## config.mk

```make
export PLATFORM = sky130hd
export DESIGN_NAME = packed_struct_deserializer
export DESIGN_NICKNAME = d
export VERILOG_FILES = /design/src/rtl/packed_struct_pkg.sv /design/src/rtl/struct_fifo.sv /design/src/rtl/packed_struct_deserializer.sv
export SDC_FILE = /design/constraint.sdc
export NUM_CORES = 1
export LEC_CHECK = 0
export CELL_PAD_IN_SITES_DETAIL_PLACEMENT = 1
export CELL_PAD_IN_SITES_GLOBAL_PLACEMENT = 1
export CORE_ASPECT_RATIO = 0.9
export CORE_UTILIZATION = 45
export DETAILED_ROUTE_END_ITERATION = 8
export GPL_TIMING_DRIVEN = 0
export PLACE_DENSITY_LB_ADDON = 0.1
export SLEW_MARGIN = 40
export SYNTH_ARGS = -nofsm -noshare
export SYNTH_HDL_FRONTEND = slang
export SYNTH_HIERARCHICAL = 1
export SYNTH_SLANG_ARGS = --single-unit
```

## constraint.sdc

```tcl
create_clock -name clk -period 3.2 [get_ports clk]
set_clock_uncertainty 0.05 [all_clocks]
set_input_delay 0.48 -clock clk [delete_from_list [all_inputs] [get_ports clk]]
set_output_delay 0.48 -clock clk [all_outputs]
set_load 0.02 [all_outputs]
```

## src/rtl/packed_struct_pkg.sv

```systemverilog
// Shared types and frame constants for the packed-struct serial link.
// Build option: STRUCT_PARITY_EN appends an even-parity bit to every frame.
package packed_struct_pkg;

  typedef struct packed {
    logic x;
    logic y;
    logic z;
  } packed_struct_t;

  localparam int FIELD_CNT = 3;

`ifdef STRUCT_PARITY_EN
  localparam int FRAME_BITS = FIELD_CNT + 1;
`else
  localparam int FRAME_BITS = FIELD_CNT;
`endif

  // Wide enough to hold 0..FRAME_BITS in either build.
  localparam int BIT_CNT_W = 3;

  function automatic logic even_parity(input packed_struct_t f);
    return f.x ^ f.y ^ f.z;
  endfunction

endpackage

```

## src/rtl/struct_fifo.sv

```systemverilog
// Small synchronous FIFO of packed_struct_t frames with occupancy count.
// Push while full and pop while empty are ignored.
module struct_fifo
  import packed_struct_pkg::*;
#(
  parameter  int DEPTH = 4,
  localparam int CNT_W = $clog2(DEPTH) + 1,
  localparam int PTR_W = $clog2(DEPTH)
) (
  input  logic                 clk,
  input  logic                 rst_n,
  input  logic                 push,
  input  logic [FIELD_CNT-1:0] push_data,
  input  logic                 pop,
  output logic [FIELD_CNT-1:0] pop_data,
  output logic                 full,
  output logic                 empty,
  output logic [CNT_W-1:0]     count
);

  packed_struct_t   mem [DEPTH];
  logic [PTR_W-1:0] wr_ptr;
  logic [PTR_W-1:0] rd_ptr;
  logic             do_push;
  logic             do_pop;

  assign full    = (count == CNT_W'(DEPTH));
  assign empty   = (count == '0);
  assign do_push = push && !full;
  assign do_pop  = pop && !empty;

  // Empty reads return zero so the consumer never sees stale storage.
  assign pop_data = empty ? '0 : mem[rd_ptr];

  // NOTE: state updates use non-blocking assignments so every flop samples pre-edge values.
  always_ff @(posedge clk or negedge rst_n) begin
    if (!rst_n) begin
      wr_ptr <= '0;
      rd_ptr <= '0;
      count  <= '0;
    end else begin
      if (do_push) wr_ptr <= wr_ptr + PTR_W'(1);
      if (do_pop)  rd_ptr <= rd_ptr + PTR_W'(1);
      case ({do_push, do_pop})
        2'b10:   count <= count + CNT_W'(1);
        2'b01:   count <= count - CNT_W'(1);
        default: count <= count;
      endcase
    end
  end

  // NOTE: storage is deliberately not reset; count/pointers alone define validity.
  always_ff @(posedge clk) begin
    if (do_push) mem[wr_ptr] <= packed_struct_t'(push_data);
  end

endmodule

```

## src/rtl/packed_struct_deserializer.sv

```systemverilog
// Receive side of the packed-struct link: serial bits -> {x,y,z} frames -> FIFO.
// Build option: STRUCT_PARITY_EN adds a 4th even-parity bit checked per frame.
module packed_struct_deserializer
  import packed_struct_pkg::*;
#(
  parameter  int DEPTH = 4,
  localparam int CNT_W = $clog2(DEPTH) + 1
) (
  input  logic                 clk,
  input  logic                 rst_n,
  input  logic                 sin_valid,
  input  logic                 sin_data,
  input  logic                 sin_sync,
  output logic                 sin_ready,
  output logic                 out_valid,
  input  logic                 out_ready,
  output logic [FIELD_CNT-1:0] out_frame,
  output logic [CNT_W-1:0]     count,
  output logic                 err
);

  logic                  ready_en;
  logic [BIT_CNT_W-1:0]  bit_cnt;
  logic [FRAME_BITS-2:0] sr;
  logic                  accept;
  logic                  full;
  logic                  empty;
  logic                  frame_done;
  logic                  parity_ok;
  logic                  push;
  logic                  fault;
  packed_struct_t        assembled;

  assign accept    = sin_valid && sin_ready;
  assign sin_ready = ready_en && !full;
  assign out_valid = !empty;

  // The last accepted bit completes the frame combinationally so it is
  // written on the same edge it arrives.
  // NOTE: every always_comb output gets a default first so no latch is inferred.
  always_comb begin
    frame_done = 1'b0;
    push       = 1'b0;
    fault      = 1'b0;
`ifdef STRUCT_PARITY_EN
    assembled = packed_struct_t'(sr);
    parity_ok = (even_parity(assembled) == sin_data);
`else
    assembled = packed_struct_t'({sr, sin_data});
    parity_ok = 1'b1;
`endif
    if (accept) begin
      if (sin_sync) begin
        fault = (bit_cnt != '0);
      end else if (bit_cnt == '0) begin
        fault = 1'b1;
      end else if (bit_cnt == BIT_CNT_W'(FRAME_BITS - 1)) begin
        frame_done = 1'b1;
        push       = parity_ok;
        fault      = !parity_ok;
      end
    end
  end

  always_ff @(posedge clk or negedge rst_n) begin
    if (!rst_n) begin
      ready_en <= 1'b0;
      bit_cnt  <= '0;
      sr       <= '0;
      err      <= 1'b0;
    end else begin
      ready_en <= 1'b1;
      err      <= fault;
      if (accept) begin
        sr <= {sr[FRAME_BITS-3:0], sin_data};
        if (sin_sync)
          bit_cnt <= BIT_CNT_W'(1);
        else if (frame_done)
          bit_cnt <= '0;
        else if (bit_cnt != '0)
          bit_cnt <= bit_cnt + BIT_CNT_W'(1);
      end
    end
  end

  struct_fifo #(.DEPTH(DEPTH)) u_fifo (
    .clk       (clk),
    .rst_n     (rst_n),
    .push      (push),
    .push_data (assembled),
    .pop       (out_ready),
    .pop_data  (out_frame),
    .full      (full),
    .empty     (empty),
    .count     (count)
  );

endmodule

```

==> summary.txt <==
STA
  • Unrepaired setup endpoints after global routing: no
  • Max Fclk: 0.3823 GHz
  • Final hold slack: 0.3284 ns
  • Count of final hold-check violations: 0
  • Max_slew headroom: 0.5472
  • Max-slew violation count: 0
  • Final setup violating endpoints: 0
  • Final worst slack: 0.5840 ns
  • Final min period: 2.616 ns
  • Slew at the pin with the worst max-slew slack: 0.6740 ns
  • Final setup TNS: 0 ns
  • Fin crit share: 0.8175

Placed design
  • Post-Place Worst Slack: 0.4964 ns
  • Port bufs: 13
  • Detailed placement HPWL: 1653 um
  • Final GP Congestion: 0.7165

Outcome
  • Status: complete, no violations

Routing
  • DR DRC count: 0
  • Routed len/inst: 14.95 um
  • Vias: 740
  • Detailed Route WL: 2242 um
  • First-pass detailed-route iteration total: 2
  • Antenna Nets Post-Route: 0
  • Via density: 4.933
  • Drt first-iter violations: 5

Floorplanning
  • Die Ht: 52.82 um
  • Core area: 2725 um2
  • I/O pins: 15
  • Die width: 58.47 um
  • Rows: 18
  • Die ar.: 3088 um2
  • Starting Density: 0.4738

Worst setup path
  • Worst path arrival time: 2.09 ns
  • Crit path required time: 2.67 ns
  • CP Class: flip-flop to output pin
  • Worst setup SP type: flip-flop
  • Worst-path fanout max: 6
  • Worst Setup End Kind: output pin

Synth
  • Async SR Flop Fraction: 0.5385
  • Synthesized instance count: 93
  • Avg Cell Area, Syn: 13.88 um2
  • Register area share after synthesis: 0.5504
  • Syn Nets: 108
  • Synth Warn #: 6
  • Synthesis-stage register bit count: 26
  • Post-synth EDFFs: 12
  • Mapped Area: 1291 um2
  • Ys flop type: dfrtp_1
  • Synth unique cells: 27

Layout
  • Final core utilization: 0.5592
  • Nets: 126
  • Layout cells sized above 1: 0.1364
  • Filler cells: 279
  • Synth-to-Final Area Change: 18.02%
  • # diodes: 0

Clock network
  • Clk sinks: 26
  • Post-cts sizing count: 0
  • Cts bufs inserted: 3
  • TritonCTS clock tree: yes
  • Setup repair bufs after CTS: 0
  • Root Buffer: clkbuf_4
  • Post-CTS Hold Buffers: 0
  • Worst-path clk slew: 0.15 ns
  • Clock buffer depth: 2
  • H-tree depth: 1
  • Skew-Pair Late Insertion Delay: 0.32 ns

Global route
  • Global route overflow: 0
  • Total track usage: 0.1738
  • Initial antenna violation count: 0
  • First-pass GRT wire length: 3739 um
  • Pin count of the biggest net entering global routing: 16
  • Number of global-route vias before repair: 778

Hold path
  • Worst hold path type: input pin to flip-flop

Power and ir drop
  • Clk pwr share: 0.170
  • Internal power: 861.4 uW
  • Switching power of the nets: 467.3 uW
  • Pleak: 0.6252 nW
  • Combinational Power Share: 0.428
  • P per Cell Area: 871.8 nW/um2
  • Peak supply drop: 397.4 uV
  • Final Power: 1.329 mW
  • Sw Share: 0.3517
  • Seq pwr share: 0.402

Flow run
  • Max_cap viols: 0
## area by class of cell
cell class | instances | area (um2) | share of cell area
Sequential cell | 26 | 710.7 | 0.4663
Multi-Input combinational cell | 56 | 524.3 | 0.3440
Timing Repair Buffer | 13 | 130.1 | 0.08539
Tap cell | 40 | 50.05 | 0.03284
Inverter | 9 | 33.78 | 0.02217
Clock inverter | 1 | 30.03 | 0.01970
Clock buffer | 3 | 22.52 | 0.01478
Buffer | 2 | 22.52 | 0.01478
## placed cells by master (no fill, tap or decap), types with 4 or more instances in the layout
cell	count
dfrtp_1	14
clkdlybuf4s50_1	13
edfxtp_1	12
inv_1	9
ha_1	8
nor2b_1	5
nor2_1	4
xnor2_1	4
o21ai_0	4
and2_1	4
## cell families (layout without fill, tap and decap cells)
family,Yosys count,after routing,share of synthesized area
compound gates,9,9,0.04360
xor+xnor,7,7,0.04748
fa+ha+maj,9,9,0.09303
buf+inv,11,28,0.04360
flops,26,26,0.5504
mux,7,7,0.09496
other cells,1,1,0.002904
simple gates,23,23,0.1240
## per-stage QoR
step / std cells / instance area (um2)
after floorplan: 93 / 1291
after global placement: 146 / 1471
after detailed placement: 146 / 1471
after CTS: 150 / 1524
after global routing: 150 / 1524
final: 150 / 1524
## worst max-delay path, cell delays in order (launching register included)
cell             delay [ns]
dfrtp_1                0.50
nor3_1                 0.61
nor2b_1                0.10
clkdlybuf4s50_1        0.56
## sequential cells by signal (all words and copies together) (netlist names)
name,flops
u_fifo/mem,12
bit_cnt,3
u_fifo/count,3
sr,2
u_fifo/rd_ptr,2
u_fifo/wr_ptr,2
err,1
ready_en,1
## layer usage
metal,GRT usage,part of all wire,vias to the layer above
met5,0,0,-
met1,0.2127,0.44,375
li1,-,-,349
met2,0.3084,0.53,14
met3,0.03210,0.029,2
met4,0.05952,0.0067,0
## power groups by stage
stage                     registers [mW]  logic, mW  clock network (mW)
after detailed placement           0.542      0.572                   0
after global routing               0.550      0.637               0.243
after floorplan                    0.544      0.371                   0
final                              0.534      0.568               0.226
after CTS                          0.536      0.581               0.231
after global placement             0.535      0.555                   0
## path summary, 6_finish.rpt
kind	startpoint	to	depth (start not counted)	slack (ns)
max reg2reg	u_fifo/count[0]	u_fifo/count[2]	11	0.68
max	u_fifo/count[0]	out_frame[0]	3	0.58
min reg2reg	sr[1]	u_fifo/mem[3][2]	0	0.50
min	sin_sync	bit_cnt[1]	2	0.33
min in group asynchronous	rst_n	bit_cnt[2]	1	0.50
max in group asynchronous	rst_n	u_fifo/wr_ptr[0]	1	2.18
## Yosys cell counts (all sizes together), types with 3 or more instances
cell    count  area share
xnor2       4       0.027
mux2        3       0.035
mux4        3       0.052
inv         9       0.026
and2        4       0.019
nand2       3      0.0087
ha          8       0.078
o21ai       4       0.016
nor2b       6       0.035
nor2        4       0.012
edfxtp     12        0.28
xor2        3       0.020
dfrtp      14        0.27
Power figures use the tool's default switching activity.
